### config.mk
export PLATFORM = sky130hd
export DESIGN_NAME = moka_rv32i_sc_trace_buffer
export DESIGN_NICKNAME = d
export VERILOG_FILES = /design/src/rtl/moka_rv32i_sc_trace_buffer.sv
export SDC_FILE = /design/constraint.sdc
export NUM_CORES = 1
export LEC_CHECK = 0
export CORE_ASPECT_RATIO = 0.5
export CORE_UTILIZATION = 40
export CTS_CLUSTER_SIZE = 28
export DETAILED_ROUTE_END_ITERATION = 12
export PLACE_DENSITY_LB_ADDON = 0.08
export SYNTH_ARGS = -nofsm -noshare
export SYNTH_HDL_FRONTEND = slang
export SYNTH_SLANG_ARGS = --single-unit
### constraint.sdc
create_clock -name clk -period 6.91 [get_ports clk]
set_input_delay 0.691 -clock clk [delete_from_list [all_inputs] [get_ports clk]]
set_output_delay 0.691 -clock clk [all_outputs]
set_load 0.05 [all_outputs]
### src/rtl/moka_rv32i_sc_trace_buffer.sv
// rtl/moka_rv32i_sc_trace_buffer.sv - retirement-trace capture ring for the moka RV32I single-cycle core
module moka_rv32i_sc_trace_buffer #(
    parameter int DATA_WIDTH = 32,
    parameter int DEPTH      = 16,
    localparam int CW        = $clog2(DEPTH) + 1
) (
    input  logic                  clk,
    input  logic                  rst_n,
    input  logic                  arm,
    input  logic [1:0]            mode,
    input  logic [DATA_WIDTH-1:0] trig_pc,
    input  logic                  stop,
    input  logic                  retire,
    input  logic [DATA_WIDTH-1:0] pc,
    input  logic [DATA_WIDTH-1:0] instruction,
    input  logic [DATA_WIDTH-1:0] WD3,
    input  logic [DATA_WIDTH-1:0] ALUResult,
    input  logic [4:0]            rd,
    input  logic                  RegWrite,
    input  logic                  MemWrite,
    input  logic                  PCSrc,
    output logic [1:0]            state,
    output logic [CW-1:0]         count,
    output logic                  overflow,
    output logic                  rd_valid,
    input  logic                  rd_ready,
    output logic [DATA_WIDTH-1:0] rd_pc,
    output logic [DATA_WIDTH-1:0] rd_instr,
    output logic [DATA_WIDTH-1:0] rd_data,
    output logic [4:0]            rd_rd,
    output logic [2:0]            rd_flags
);

    localparam int PW = $clog2(DEPTH);

    localparam logic [1:0] S_IDLE    = 2'd0;
    localparam logic [1:0] S_ARMED   = 2'd1;
    localparam logic [1:0] S_CAPTURE = 2'd2;
    localparam logic [1:0] S_DONE    = 2'd3;

    logic [PW-1:0]         wr_ptr;
    logic [PW-1:0]         rd_ptr;
    logic [1:0]            mode_q;
    logic [DATA_WIDTH-1:0] trig_q;

    logic [DATA_WIDTH-1:0] mem_pc    [DEPTH];
    logic [DATA_WIDTH-1:0] mem_instr [DEPTH];
    logic [DATA_WIDTH-1:0] mem_data  [DEPTH];
    logic [4:0]            mem_rd    [DEPTH];
    logic [2:0]            mem_flags [DEPTH];

    logic full;
    logic trig_hit;
    logic push;
    logic pop;
    logic stop_on_full;

    assign full         = (count == CW'(DEPTH));
    assign trig_hit     = retire && (pc == trig_q);
    assign push         = !arm && (((state == S_ARMED) && trig_hit) ||
                                   ((state == S_CAPTURE) && retire));
    assign pop          = rd_valid && rd_ready;
    // Only continuous mode wraps; trigger mode continues as stop-on-full once fired.
    assign stop_on_full = (mode_q != 2'd0);

    assign rd_valid = (state == S_DONE) && (count != '0);
    assign rd_pc    = mem_pc[rd_ptr];
    assign rd_instr = mem_instr[rd_ptr];
    assign rd_data  = mem_data[rd_ptr];
    assign rd_rd    = mem_rd[rd_ptr];
    assign rd_flags = mem_flags[rd_ptr];

    always_ff @(posedge clk) begin
        if (!rst_n) begin
            state    <= S_IDLE;
            count    <= '0;
            overflow <= 1'b0;
            wr_ptr   <= '0;
            rd_ptr   <= '0;
            mode_q   <= 2'd0;
            trig_q   <= '0;
        end else if (arm) begin
            count    <= '0;
            overflow <= 1'b0;
            wr_ptr   <= '0;
            rd_ptr   <= '0;
            mode_q   <= mode;
            trig_q   <= trig_pc;
            state    <= (mode == 2'd2) ? S_ARMED : S_CAPTURE;
        end else begin
            if (push) begin
                wr_ptr <= wr_ptr + 1'b1;
                if (full) begin
                    // Continuous mode: the oldest entry is overwritten, head moves past it.
                    rd_ptr   <= rd_ptr + 1'b1;
                    overflow <= 1'b1;
                end else begin
                    count <= count + 1'b1;
                end
            end
            if (pop) begin
                rd_ptr <= rd_ptr + 1'b1;
                count  <= count - 1'b1;
            end
            case (state)
                S_ARMED: begin
                    if (stop) begin
                        state <= S_DONE;
                    end else if (trig_hit) begin
                        state <= S_CAPTURE;
                    end
                end
                S_CAPTURE: begin
                    if (stop || (push && stop_on_full && (count == CW'(DEPTH - 1)))) begin
                        state <= S_DONE;
                    end
                end
                S_DONE: begin
                    if (pop && (count == CW'(1))) begin
                        state <= S_IDLE;
                    end
                end
                default: state <= state;
            endcase
        end
    end

    always_ff @(posedge clk) begin
        if (rst_n && push) begin
            mem_pc[wr_ptr]    <= pc;
            mem_instr[wr_ptr] <= instruction;
            mem_data[wr_ptr]  <= RegWrite ? WD3 : ALUResult;
            mem_rd[wr_ptr]    <= rd;
            mem_flags[wr_ptr] <= {PCSrc, MemWrite, RegWrite};
        end
    end

endmodule
==> results of run 1 <==
[placed cells by master, fill, tap and decap left out, drive strengths merged, types with 18 or more instances in the layout]
cell,Yosys,routed
xor2,28,28
dfxtp,54,54
mux2i,36,36
nor2,19,19
clkinv,0,58
nor2b,38,38
clkbuf,84,201
and3,18,18
mux4,520,520
clkdlybuf4s50,0,286
buf,54,83
mux2,32,32
edfxtp,1664,1664
[cells in the mapped netlist, types with 16 or more instances]
cell type,number,area share
and3_1,18,0.0017
buf_1,24,0.0014
buf_2,29,0.0022
clkbuf_1,84,0.0048
dfxtp_1,54,0.016
edfxtp_1,1664,0.76
mux2_2,32,0.0055
mux2i_1,36,0.0055
mux4_2,520,0.18
nand2_1,16,0.00092
nor2_1,19,0.0011
nor2b_1,38,0.0036
xor2_1,28,0.0037
[critical path, cell delays in order (launching register included)]
cell             delay [ns]
dfxtp_4                0.87
buf_4                  0.60
mux4_2                 0.58
mux4_2                 0.55
clkdlybuf4s50_1        0.82
[cells by family (layout without fill, tap and decap cells)]
logic type / Yosys count / in the layout / share of synthesized area
xor gates and xnor gates: 32 / 32 / 0.00427
DFF: 1718 / 1718 / 0.778
adders and majority gates: 9 / 9 / 0.00172
buffers and inverters: 146 / 653 / 0.00902
AOI/OAI and AO/OA: 42 / 42 / 0.00454
and+or+nand+nor: 151 / 151 / 0.0132
muxes: 588 / 588 / 0.189
[power by group]
group	internal [mW]	leakage, nW	total (mW)	switching (mW)
logic	0.170	5.16	0.468	0.298
clock network	4.78	2.42	8.54	3.77
registers	11.5	15.4	11.5	0.0249
total	16.4	23.0	20.5	4.09
[state kept, by name, summed over array words and instances, names as in the netlist, named ones only]
name	cells
state	2
mem_data	512
rd_ptr	4
mem_pc	512
trig_q	32
wr_ptr	4
mem_rd	80
mem_flags	48
mem_instr	512
overflow	1
mode_q	2
count	5
[metrics by stage]
stage	utilization	area [um^2]	std cells	power [mW]
finish	0.474	76700	5366	20.5
global route	0.474	76700	5366	21.1
CTS	0.474	76700	5366	20.7
detailed placement	0.443	71800	5090	12.2
global placement	0.443	71800	5090	12.2
floorplan	-	65600	2686	11.9
[routing by layer]
layer / wire length [um] / track usage / up-vias
met5: 17 / 0 / -
met4: 2570 / 0.0363 / 2
met3: 6210 / 0.0294 / 196
met2: 78300 / 0.318 / 592
met1: 66700 / 0.258 / 15900
li1: - / - / 12400
[final cells by class]
| class | count | area share |
|---|---|---|
| clock inverters | 75 | 0.00775 |
| inverters | 8 | 0.000391 |
| multi-input cells | 822 | 0.183 |
| repair buffers | 369 | 0.0508 |
| clock buffers | 201 | 0.0565 |
| well taps | 2173 | 0.0354 |
| flip-flops and latches | 1718 | 0.666 |
[worst max path at each step]
stage                    from          endpoint  slack (ns)  depth (start not counted)
CTS                 flip-flop         rd_pc[21]        1.76                          4
detailed placement     pc[22]  mem_flags[14][0]        1.45                          8
floorplan              pc[24]   mem_data[11][0]        1.79                          7
global placement       pc[22]    mem_pc[15][20]        1.32                          8
finish              flip-flop         rd_pc[21]        1.89                          4
global route        flip-flop         rd_pc[21]        1.68                          4
==> results_dict.tcl, run 1 <==
set metrics [dict create \
    drt_first_iter_violations 2225 \
    min_period_over_period 0.727 \
    postCtsSetupBuffers 0 \
    wire_per_inst_um 28.7 \
    tritoncts "yes" \
    r2r.worst_path.cells 7 \
    path_max_fanout 33 \
    yosys_register_bits 1718 \
    power.leakage_nw 23.0 \
    worstHoldEndpoint "wr_ptr[3]" \
    synth_cell_type_count 54 \
    post_route_cells_drive_above_1_share 0.275 \
    fillCellCount 13200 \
    worst_ep_required_time_ns 6.22 \
    grt_antenna_before_repair 6 \
    max-vdd-ir-drop_v 0.000152 \
    fp.dieArea_um2 166000 \
    min_path_cells 2 \
    crit_start_category "flip-flop" \
    sinks_on_clock_net 1718 \
    ctsHoldBuffers 0 \
    grt_start_max_net_pins 100 \
    clock_latency_on_the_worst_skew_pair_ns 0.79 \
    hp-class "reg2reg" \
    layout_min_cycle_time_ns 5.02 \
    post_layout_worst_setup_margin_ns 1.89 \
    hold_startpoint "wr_ptr[3]" \
    yosysWarningCount 0 \
    core_footprint_um2 162000 \
    globalplace.congestion 0.750 \
    timing.max_cap.violations 0 \
    setup_viol 0 \
    rrSetupSlack_ns 2.73 \
    number_of_flops_mapped_to_enable_cells_by_yosys 1664 \
    area_growth_pct 16.9 \
    ctsResizeCount 0 \
    cts-root-to-sink-buffers 4 \
    boundaryPins 289 \
    max_freq_mhz 199 \
    routed_via_density 5.43 \
    worst_clock_skew_ns 0.0509 \
    critical_path.reg2reg.startpoint "trig_q[18]" \
    synthesis.instances 2686 \
    die_w_um 575 \
    finalNetCount 3267 \
    dp.final_hpwl_um 90600 \
    setup_slack_after_placement_ns 1.45 \
    drt_first_pass_iters 5 \
    synth_sequential_area_ratio 0.778 \
    insertedDiodeCount 0 \
    grt_pass1_vias 31100 \
    max-slew-margin-rel 0.292 \
    final_hold_viol_count 0 \
    floorplan.initialDensity 0.405 \
    synth_area_um2 65600 \
    ant_nets 0 \
    synth_ff_type "edfxtp_1" \
    synth_fp_nets 2871 \
    wire_length_of_the_first_global_routing_pass_um 223000 \
    die_height_um 288 \
    global_route.usage.total 0.187 \
    timing.rr.end "mem_pc[15][27]" \
    cts_root_buffer_type "clkbuf_16" \
    multi_input_comb_area_um2 14100 \
    ctsHtreeMaxLevel 4 \
    postSynth.asyncResetShare 0 \
    hold_ws_ns 0.503 \
    status "completed" \
    seq_area_um2 51100 \
    final-max-slew-violation-count 0 \
    cp.arrival_ns 4.33 \
    global_route.overflow_total 0 \
    grt_setup_unrepaired "false" \
    placement.io_buffers 288 \
    fin_tns_setup_ns 0 \
    detail_route.drc_violations 0 \
    transition_at_the_pin_with_the_smallest_max_transition_slack_ns 1.06 \
    power-per-cell-area_nw_per_um2 267 \
    finalWirelength_um 154000 \
    routed-via-count 29100 \
    cts_buffers 163 \
    timing.critical_path.to_type "output port" \
    fp-row-count 104 \
    cts.reportedPaths.clkPinSlew_ns 0.07 \
    synth_area_per_cell_um2 24.4 \
    timing_worst_setup_path_type "reg2out" \
]
(Power assumes the default switching activity.)
==> run 2, diff against run 1 <==
==> constraint.sdc (replaced) <==
create_clock -name clk -period 4.6 [get_ports clk]
set_input_delay 0.46 -clock clk [delete_from_list [all_inputs] [get_ports clk]]
set_output_delay 0.46 -clock clk [all_outputs]
set_load 0.05 [all_outputs]
==> run 2 against run 1 <==
Combinational power increased by 61%. Utilization grew 0.75 points. Hold slack got worse by 0.34 ns. Die area unchanged. Count of clock-buffer cells in the layout decreased by 8. Clock skew about the same. Critical path type unchanged. Register-to-register slack got worse by 1.4 ns. Final cell count up 1.7%. Critical endpoint is now rd_data[6]. Highest routed layer is now met4. Worst setup slack got worse by 1.7 ns. First-iteration DRC count increased by 18%.
==> results_dict.tcl, run 2 (synthesis results as in run 1) <==
set metrics [dict create \
    timing.critical_path.to_type "output port" \
    fillCellCount 13100 \
    setup_viol 0 \
    min_period_over_period 0.955 \
    final_hold_viol_count 0 \
    postCtsSetupBuffers 0 \
    cts-root-to-sink-buffers 4 \
    wire_per_inst_um 29.6 \
    transition_at_the_pin_with_the_smallest_max_transition_slack_ns 0.934 \
    layout_min_cycle_time_ns 4.39 \
    status "completed" \
    cts_buffers 162 \
    ctsResizeCount 0 \
    post_route_cells_drive_above_1_share 0.294 \
    drt_first_iter_violations 2623 \
    final_common_cell "edfxtp_1" \
    drt_first_pass_iters 7 \
    detail_route.drc_violations 0 \
    timing.max_cap.violations 0 \
    timing.rr.end "mem_pc[15][15]" \
    worst_ep_required_time_ns 4.14 \
    worstSetupEndpoint "rd_data[6]" \
    max-vdd-ir-drop_v 0.000218 \
    sinks_on_clock_net 1718 \
    critical_path.reg2reg.startpoint "state[0]" \
    max_freq_mhz 228 \
    boundaryPins 289 \
    fp.dieArea_um2 166000 \
    totalPowerFinal_mw 31.0 \
    ctsHoldBuffers 0 \
    setup_slack_after_placement_ns 0.578 \
    grt_start_max_net_pins 69 \
    hp-class "in2reg" \
    core_footprint_um2 162000 \
    power.leakage_nw 23.6 \
    final-max-slew-violation-count 0 \
    rrSetupSlack_ns 1.34 \
    ctsHtreeMaxLevel 4 \
    grt_antenna_before_repair 4 \
    globalplace.congestion 0.770 \
    placement.io_buffers 288 \
    die_w_um 575 \
    tritoncts "yes" \
    cts_root_buffer_type "clkbuf_16" \
    area_growth_pct 18.7 \
    die_height_um 288 \
    timing_worst_setup_path_type "reg2out" \
    global_route.usage.total 0.197 \
    cp.arrival_ns 3.93 \
    ant_nets 0 \
    grt_setup_unrepaired "false" \
    worst_clock_skew_ns 0.0507 \
    routed_via_density 5.50 \
    path_max_fanout 25 \
    top_library_cells_by_usage_in_the_layout_fill_and_taps_aside "edfxtp_1, mux4_2, clkdlybuf4s50_1" \
    global_route.overflow_total 0 \
    clock_latency_on_the_worst_skew_pair_ns 0.79 \
    hold_startpoint "arm" \
    r2r.worst_path.cells 8 \
    fp-row-count 104 \
    fin_tns_setup_ns 0 \
    power-per-cell-area_nw_per_um2 397 \
    wire_length_of_the_first_global_routing_pass_um 233000 \
    max-slew-margin-rel 0.377 \
    finalWirelength_um 162000 \
    finish.utilization 0.481 \
    post_layout_worst_setup_margin_ns 0.207 \
    routed-via-count 30000 \
    dp.final_hpwl_um 101000 \
    floorplan.initialDensity 0.405 \
    crit_start_category "flip-flop" \
    grt_pass1_vias 31400 \
    top_regs "mem_data (512), mem_instr (512), mem_pc (512)" \
    cts.reportedPaths.clkPinSlew_ns 0.07 \
    finalNetCount 3353 \
    insertedDiodeCount 0 \
]
run 2: changes by cell type in the layout (fill, tap and decap cells not counted), moves of 3 or more:
cell,change
clkinv_2,-6
clkbuf_1,-3
clkinv_1,+15
buf_4,+51
buf_12,+43
bufinv_16,+3
clkbuf_8,-3
clkdlybuf4s50_1,-7
run 2: worst min path at each step:
stage                     end  depth (start not counted)
finish              wr_ptr[3]                          4
global route        wr_ptr[3]                          4
CTS                 wr_ptr[3]                          4
detailed placement  flip-flop                          2
global placement    wr_ptr[3]                          2
floorplan           wr_ptr[3]                          2
run 2: worst max-delay path, cell delays in order (launching register included):
cell and delay (ns):
dfxtp_4 0.62, buf_12 0.32, buf_4 0.28, mux4_2 0.59, mux4_2 0.57, clkdlybuf4s50_1 0.73
run 2: power breakdown:
part / switching [mW] / leakage, nW / internal (mW)
Clock: 5.73 / 2.43 / 7.24
Combinational: 0.486 / 5.75 / 0.268
Sequential: 0.0266 / 15.4 / 17.2
Total: 6.25 / 23.6 / 24.7
run 2: layout make-up:
type                            count  area [um^2]  area share
Tap cell                         2173         2720      0.0349
Clock buffer                      193         4230      0.0543
Sequential cell                  1718        51100       0.655
Clock inverter                     89          739     0.00949
Timing Repair Buffer              456         5070      0.0650
Inverter                            8         30.0    0.000385
Multi-Input combinational cell    822        14100       0.181
run 2: metal layers:
| layer | vias up | global-route usage | share of wire |
|---|---|---|---|
| met1 | 16500 | 0.292 | 0.46 |
| met2 | 736 | 0.309 | 0.47 |
| li1 | 12600 | - | - |
| met3 | 188 | 0.0328 | 0.048 |
| met5 | - | 0 | 0 |
| met4 | 0 | 0.0391 | 0.018 |
run 2: through the flow:
stage	hold WS [ns]	std cells	area, um^2
2_1_floorplan	0.465	2686	65600
3_3_place_gp	0.485	5177	72900
3_5_place_dp	0.488	5177	72900
4_1_cts	0.121	5459	77900
5_1_grt	0.171	5459	77900
6_report	0.164	5459	77900
